<file path="src/rtl/gascon_pkg.sv">
// Shared types and the Gascon round function for the DryGASCON squeeze path.
// The round is an Ascon-style S-box and linear layer on five 64-bit words.
package gascon_pkg;

  localparam int GASCON_CWIDTH = 320;
  localparam int RATE_BITS     = 128;
  localparam int ACC_SLICES    = 2;

  typedef enum logic [2:0] {
    IDLE    = 3'd0,
    LOAD    = 3'd1,
    START   = 3'd2,
    WAITGAS = 3'd3,
    ACCUM   = 3'd4,
    DONE    = 3'd5
  } squeeze_state_t;

  function automatic logic [63:0] rotr64(input logic [63:0] x, input int unsigned n);
    return (x >> n) | (x << (64 - n));
  endfunction

  function automatic logic [GASCON_CWIDTH-1:0] gascon_round(
    input logic [GASCON_CWIDTH-1:0] s,
    input logic [3:0]               rnd
  );
    logic [63:0] x0, x1, x2, x3, x4;
    logic [63:0] t0, t1, t2, t3, t4;
    {x4, x3, x2, x1, x0} = s;
    // round constant lands in the middle word: (0xf - rnd) << 4 | rnd
    x2 = x2 ^ {56'h0, ~rnd, rnd};
    x0 = x0 ^ x4;
    x4 = x4 ^ x3;
    x2 = x2 ^ x1;
    t0 = ~x0 & x1;
    t1 = ~x1 & x2;
    t2 = ~x2 & x3;
    t3 = ~x3 & x4;
    t4 = ~x4 & x0;
    x0 = x0 ^ t1;
    x1 = x1 ^ t2;
    x2 = x2 ^ t3;
    x3 = x3 ^ t4;
    x4 = x4 ^ t0;
    x1 = x1 ^ x0;
    x0 = x0 ^ x4;
    x3 = x3 ^ x2;
    x2 = ~x2;
    x0 = x0 ^ rotr64(x0, 19) ^ rotr64(x0, 28);
    x1 = x1 ^ rotr64(x1, 61) ^ rotr64(x1, 38);
    x2 = x2 ^ rotr64(x2, 1)  ^ rotr64(x2, 6);
    x3 = x3 ^ rotr64(x3, 10) ^ rotr64(x3, 17);
    x4 = x4 ^ rotr64(x4, 7)  ^ rotr64(x4, 40);
    return {x4, x3, x2, x1, x0};
  endfunction

endpackage

</file>
<file path="src/rtl/gascon_core_round.sv">
// Iterative Gascon core: ROUND_COUNT rounds per enable burst, done in the last
// enabled cycle, so the core latency equals ROUND_COUNT cycles of en.
module Gascon_Core_Round
  import gascon_pkg::*;
#(
  parameter int CWIDTH      = GASCON_CWIDTH,
  parameter int ROUND_COUNT = 1
) (
  input  logic              clk,
  input  logic              reset,
  input  logic              en,
  input  logic [3:0]        round,
  input  logic [CWIDTH-1:0] c_in,
  output logic [CWIDTH-1:0] c_out,
  output logic              done
);

  localparam int CNTW = (ROUND_COUNT > 1) ? $clog2(ROUND_COUNT) : 1;
  localparam logic [CNTW-1:0] LAST = CNTW'(ROUND_COUNT - 1);

  logic [CNTW-1:0]   cnt;
  logic [CWIDTH-1:0] s;
  logic [CWIDTH-1:0] src;

  // first round works on the caller's state, later rounds on the held result
  assign src   = (cnt == '0) ? c_in : s;
  assign c_out = gascon_round(src, round + 4'(cnt));
  assign done  = en && (cnt == LAST);

  always_ff @(posedge clk) begin
    if (reset) begin
      cnt <= '0;
      s   <= '0;
    end else if (en) begin
      if (cnt == LAST) begin
        cnt <= '0;
      end else begin
        cnt <= cnt + CNTW'(1);
        s   <= c_out;
      end
    end
  end

endmodule

</file>
<file path="src/rtl/g_squeeze128.sv">
// Squeeze stage: runs the Gascon round over the state and folds the low 256
// bits into a 128-bit output block after every round.
module g_squeeze128
  import gascon_pkg::*;
#(
  parameter  int CWIDTH     = GASCON_CWIDTH,
  parameter  int MAX_ROUNDS = 12,
  localparam int RW         = $clog2(MAX_ROUNDS + 1)
) (
  input  logic              clk,
  input  logic              reset,
  input  logic              en,
  input  logic [CWIDTH-1:0] c,
  input  logic [RW-1:0]     rounds,
  output logic [CWIDTH-1:0] cout,
  output logic [127:0]      r,
  output logic              done,
  output logic              busy
);

  localparam logic [RW-1:0] MAX_R = RW'(MAX_ROUNDS);

  squeeze_state_t    state;
  logic [CWIDTH-1:0] c_reg;
  logic [127:0]      r_reg;
  logic [RW-1:0]     j;
  logic [RW-1:0]     n_rounds;

  logic              gas_reset;
  logic              gas_en;
  logic              gas_done;
  logic [CWIDTH-1:0] gas_out;
  logic [127:0]      r_acc;
  logic [RW-1:0]     j_inc;
  logic [RW-1:0]     rounds_sat;

  assign gas_reset  = (state == START);
  assign gas_en     = (state == WAITGAS);
  assign j_inc      = j + RW'(1);
  assign rounds_sat = (rounds > MAX_R) ? MAX_R : rounds;

  always_comb begin
    r_acc = r_reg;
    for (int i = 0; i < ACC_SLICES; i++) begin
      r_acc = r_acc ^ c_reg[i*RATE_BITS +: RATE_BITS];
    end
  end

  Gascon_Core_Round #(
    .CWIDTH      (CWIDTH),
    .ROUND_COUNT (1)
  ) u_core (
    .clk   (clk),
    .reset (reset | gas_reset),
    .en    (gas_en),
    .round (4'(j)),
    .c_in  (c_reg),
    .c_out (gas_out),
    .done  (gas_done)
  );

  always_ff @(posedge clk) begin
    if (reset) begin
      state    <= IDLE;
      c_reg    <= '0;
      r_reg    <= '0;
      j        <= '0;
      n_rounds <= '0;
      cout     <= '0;
      r        <= '0;
      done     <= 1'b0;
      busy     <= 1'b0;
    end else begin
      case (state)
        IDLE, DONE: begin
          if (en) begin
            state    <= LOAD;
            c_reg    <= c;
            n_rounds <= rounds_sat;
            r_reg    <= '0;
            j        <= '0;
            cout     <= '0;
            r        <= '0;
            done     <= 1'b0;
            busy     <= 1'b1;
          end
        end
        LOAD: begin
          if (n_rounds == '0) begin
            state <= DONE;
            cout  <= c_reg;
            r     <= r_reg;
            done  <= 1'b1;
            busy  <= 1'b0;
          end else begin
            state <= START;
          end
        end
        START: state <= WAITGAS;
        WAITGAS: begin
          if (gas_done) begin
            c_reg <= gas_out;
            state <= ACCUM;
          end
        end
        ACCUM: begin
          r_reg <= r_acc;
          j     <= j_inc;
          if (j_inc == n_rounds) begin
            state <= DONE;
            cout  <= c_reg;
            r     <= r_acc;
            done  <= 1'b1;
            busy  <= 1'b0;
          end else begin
            state <= START;
          end
        end
        default: state <= IDLE;
      endcase
    end
  end

endmodule
</file>
<file path="config.mk">
export PLATFORM = sky130hd
export DESIGN_NAME = g_squeeze128
export DESIGN_NICKNAME = d
export VERILOG_FILES = /design/src/rtl/gascon_pkg.sv /design/src/rtl/gascon_core_round.sv /design/src/rtl/g_squeeze128.sv
export SDC_FILE = /design/constraint.sdc
export NUM_CORES = 2
export LEC_CHECK = 0
export BUFFER_PORTS_ARGS = -buffer_cell sky130_fd_sc_hd__clkbuf_2
export CELL_PAD_IN_SITES_DETAIL_PLACEMENT = 1
export CELL_PAD_IN_SITES_GLOBAL_PLACEMENT = 1
export CORE_AREA = 4 4 345 347
export CTS_BUF_LIST = sky130_fd_sc_hd__clkbuf_4 sky130_fd_sc_hd__clkbuf_8 sky130_fd_sc_hd__clkbuf_16
export DETAILED_ROUTE_END_ITERATION = 8
export DIE_AREA = 0 0 349 351
export PLACE_DENSITY = 0.91
export SYNTH_ARGS = -nofsm -noshare
export SYNTH_HDL_FRONTEND = slang
export SYNTH_SLANG_ARGS = --single-unit
export TNS_END_PERCENT = 5
</file>
<file path="constraint.sdc">
create_clock -name clk -period 3.55 [get_ports clk]
set_input_delay 0.71 -clock clk [delete_from_list [all_inputs] [get_ports clk]]
set_output_delay 0.71 -clock clk [all_outputs]
set_load 0.03 [all_outputs]
</file>
==> metrics.md <==
| Metric | Value |
|---|---|
| Drc violations | 0 |
| Slew HR | 14.4% |
| Crit-path leading delay family | compound AO/OA/AOI/OAI gates |
| Gp weighted congestion | 1.07 |
| Crit path max-delay cell type | dfxtp_1 |
| First DRT Iteration DRCs | 6,062 |
| Req. time, crit path | 4.14 ns |
| Area taken by multi-input logic gates | 0.0294 sq mm |
| Largest net degree at the start of global routing | 165 |
| # IOs | 777 |
| Antenna violations before repair | 38 |
| Drt total wl | 266 mm |
| Vias in the first global route | 52,290 |
| Unrepaired setup endpoints after global routing | false |
| Crit path max fanout | 57 |
| Startpoint Class | flop |
| Worst Max-Slew Pin Slew | 1.27 ns |
| FF/Latch Area | 0.0182 sq mm |
| Hold worst-path end | c_reg[166] |
| Yosys top cell area share | 36.6% |
| Critical path origin | j[0] |
| Hold wc startpoint | c[166] |
| Setup crit end kind | flop |
| Cell mode on critical path | buf_12 |
| Wire per inst | 31.9 um |
| Max Cap Viol | 0 |
| Die Y | 351 um |
| Root buf cell | clkbuf_16 |
| Final Max Slew Viols | 0 |
| Seq/Total Area, Yosys | 36.6% |
| Synth Warn # | 0 |
| Post-DP Area | 0.0571 sq mm |
| Post-Syn Area | 0.0497 sq mm |
| Detailed placement HPWL | 200 mm |
| Clock sinks | 909 |
| Final hold viol count | 0 |
| Yosys top cell by area | dfxtp_1 |
| Worst setup margin | 0.338 ns |
| Hold buffers post-CTS | 0 |
| Post-synthesis net count | 6,299 |
| IO buf count | 776 |
| Max Clk Rate | 311 MHz |
| Post-route clock period utilization | 90.5% |
| Layout Cell Area excl Fill | 0.0607 sq mm |
| Status | finished, final reports clean |
| Clock buffer depth | 3 |
| DR pass1 iterations | 6 |
| TNS Setup | 0 ns |
| Fillers | 13,720 |
| First-pass GRT wire length | 372 mm |
| Pre-CTS setup slack | 0.452 ns |
| Worst hold margin | 0.260 ns |
| Top cells by area, synth | dfxtp_1 37%, xnor2_1 20%, a211oi_1 6.6% |
| Reg-to-Reg Start | j[0] |
| Via Count | 51,904 |
| CTS HTree Levels | 3 |
| Synth-to-layout area growth | 22.2% |
| Core Area | 0.116 sq mm |
| Worst reg2reg setup slack | 0.34 ns |
| GR Util All Layers | 41.3% |
| DRT antenna net count | 0 |
| Final nets | 7,139 |
| Post-CTS sizing | 0 |
| Hold Path Class | primary input to flop |
| Worst hold path stage count | 3 |
| Number of synthesized register bits | 909 |
| Die Width | 349 um |
| Synth Area per Inst | 8.50 sq um |
| Largest stage delay, worst path | 0.51 ns |
| Setup violations, final | 0 |
| CTS Buf Count | 103 |
| CTS tree | yes |
| Share of layout cells above drive strength 1 | 20.3% |
| Post-layout minimum cycle time | 3.21 ns |
| Initial core utilization | 42.9% |
| Reg2Reg Depth | 9 |
| Die ar. | 0.122 sq mm |
| DR vias/cell | 6.23 |
| Setup Buffers After CTS | 0 |
| CP cell instances | ha_1 > xnor2_1 > nand2_1 > or3_1 > a2111oi_4 > buf_12 > buf_12 > nor2_1 > a211oi_1 |
| Buf/Inv on CP | 2 |
| Rows | 125 |
| Total gr overflow | 0 |
| Worst Clk Skew | 0.0376 ns |
| Cells after Synth | 5,843 |
| Worst Path Class, Setup | flop to flop |
| RR Endpoint | r[92] |
| Netlist cell types | 39 |
| Clk Latency, worst-skew pair | 0.73 ns |
| Arrival time worst endpoint | 3.80 ns |
| CTS clock-pin slew for the worst setup and hold paths | 0.07 ns |
[cell usage after synthesis]
master / number
a2111oi_4: 1
a211oi_1: 437
a21o_1: 2
a21oi_1: 366
a22o_1: 320
a22oi_1: 21
a311oi_1: 64
a31o_2: 68
a31oi_1: 8
and2_1: 2
and3_1: 1
buf_1: 41
buf_2: 19
clkbuf_1: 310
dfxtp_1: 909
ha_1: 129
inv_1: 193
maj3_1: 61
mux2i_1: 12
nand2_1: 822
nand2b_1: 3
nand3_1: 4
nand3b_1: 10
nor2_1: 531
nor2b_1: 4
nor3_1: 133
nor3b_1: 1
nor4_1: 1
o211ai_1: 5
o21a_1: 7
o21ai_0: 43
o22a_1: 1
o22ai_1: 13
o311ai_0: 5
o31ai_1: 1
or3_1: 13
xnor2_1: 1119
xnor3_1: 1
xor2_1: 162
[final cells by class]
class | count | share of cell area [%]
flip-flops and latches | 909 | 30.0
clock buffers | 141 | 4.99
diodes | 32 | 0.132
well taps | 1524 | 3.14
repair buffers | 1105 | 11.3
clock inverters | 50 | 0.880
inverters | 193 | 1.19
multi-input cells | 4371 | 48.4
[worst min-delay path: cells and delay by family]
family,cells,cell delay [ns]
AO/OA/AOI/OAI,1,0.07
AND/OR/NAND/NOR,1,0.05
buffers and inverters,1,0.10
[routing by layer]
| metal | up-vias | wire length [um] | GRT usage, % | part of all wire [%] |
|---|---|---|---|---|
| met1 | 25622 | 98300 | 49.8 | 37 |
| li1 | 21696 | - | - | - |
| met5 | - | 62 | 0 | 0.023 |
| met4 | 10 | 26200 | 32.8 | 9.9 |
| met2 | 3474 | 114000 | 63.7 | 43 |
| met3 | 1102 | 27100 | 9.41 | 10 |
[cells in the final DEF, fill, tap and decap left out, drive strengths merged, types with 32 or more instances in the layout]
| master | Yosys | final |
|---|---|---|
| diode | 0 | 32 |
| maj3 | 61 | 61 |
| nor2 | 531 | 531 |
| a22o | 320 | 320 |
| xnor2 | 1119 | 1119 |
| xor2 | 162 | 162 |
| a31o | 68 | 68 |
| inv | 193 | 198 |
| nor3 | 133 | 133 |
| clkbuf | 310 | 916 |
| buf | 60 | 330 |
| a211oi | 437 | 437 |
| o21ai | 43 | 43 |
| a311oi | 64 | 64 |
| nand2 | 822 | 822 |
| a21oi | 366 | 366 |
| ha | 129 | 129 |
| dfxtp | 909 | 909 |
[worst max path at each step]
stage / end / slack (ns) / cells after the start
global placement: c_reg[242] / 0.58 / 8
floorplan: cout[63] / 0.97 / 9
global route: r[22] / 0.24 / 9
detailed placement: c_reg[242] / 0.45 / 8
CTS: r[92] / 0.39 / 9
finish: r[92] / 0.34 / 9
[through the flow]
stage	cells	util, %
after CTS	8293	52.3
after global routing	8319	52.4
after floorplan	5843	-
after detailed placement	8102	49.3
final	8325	52.4
after global placement	8102	49.3
[cells by family after synthesis]
logic type / synth area share (%)
flops: 36.6
mux: 0.242
simple gates: 12.1
compound gates: 19.7
xor+xnor: 22.6
buf+inv: 4.30
fa+ha+maj: 4.48
Power is not shown: default switching activity piles up to over one toggle a cycle in this logic, so the estimate is an artifact.
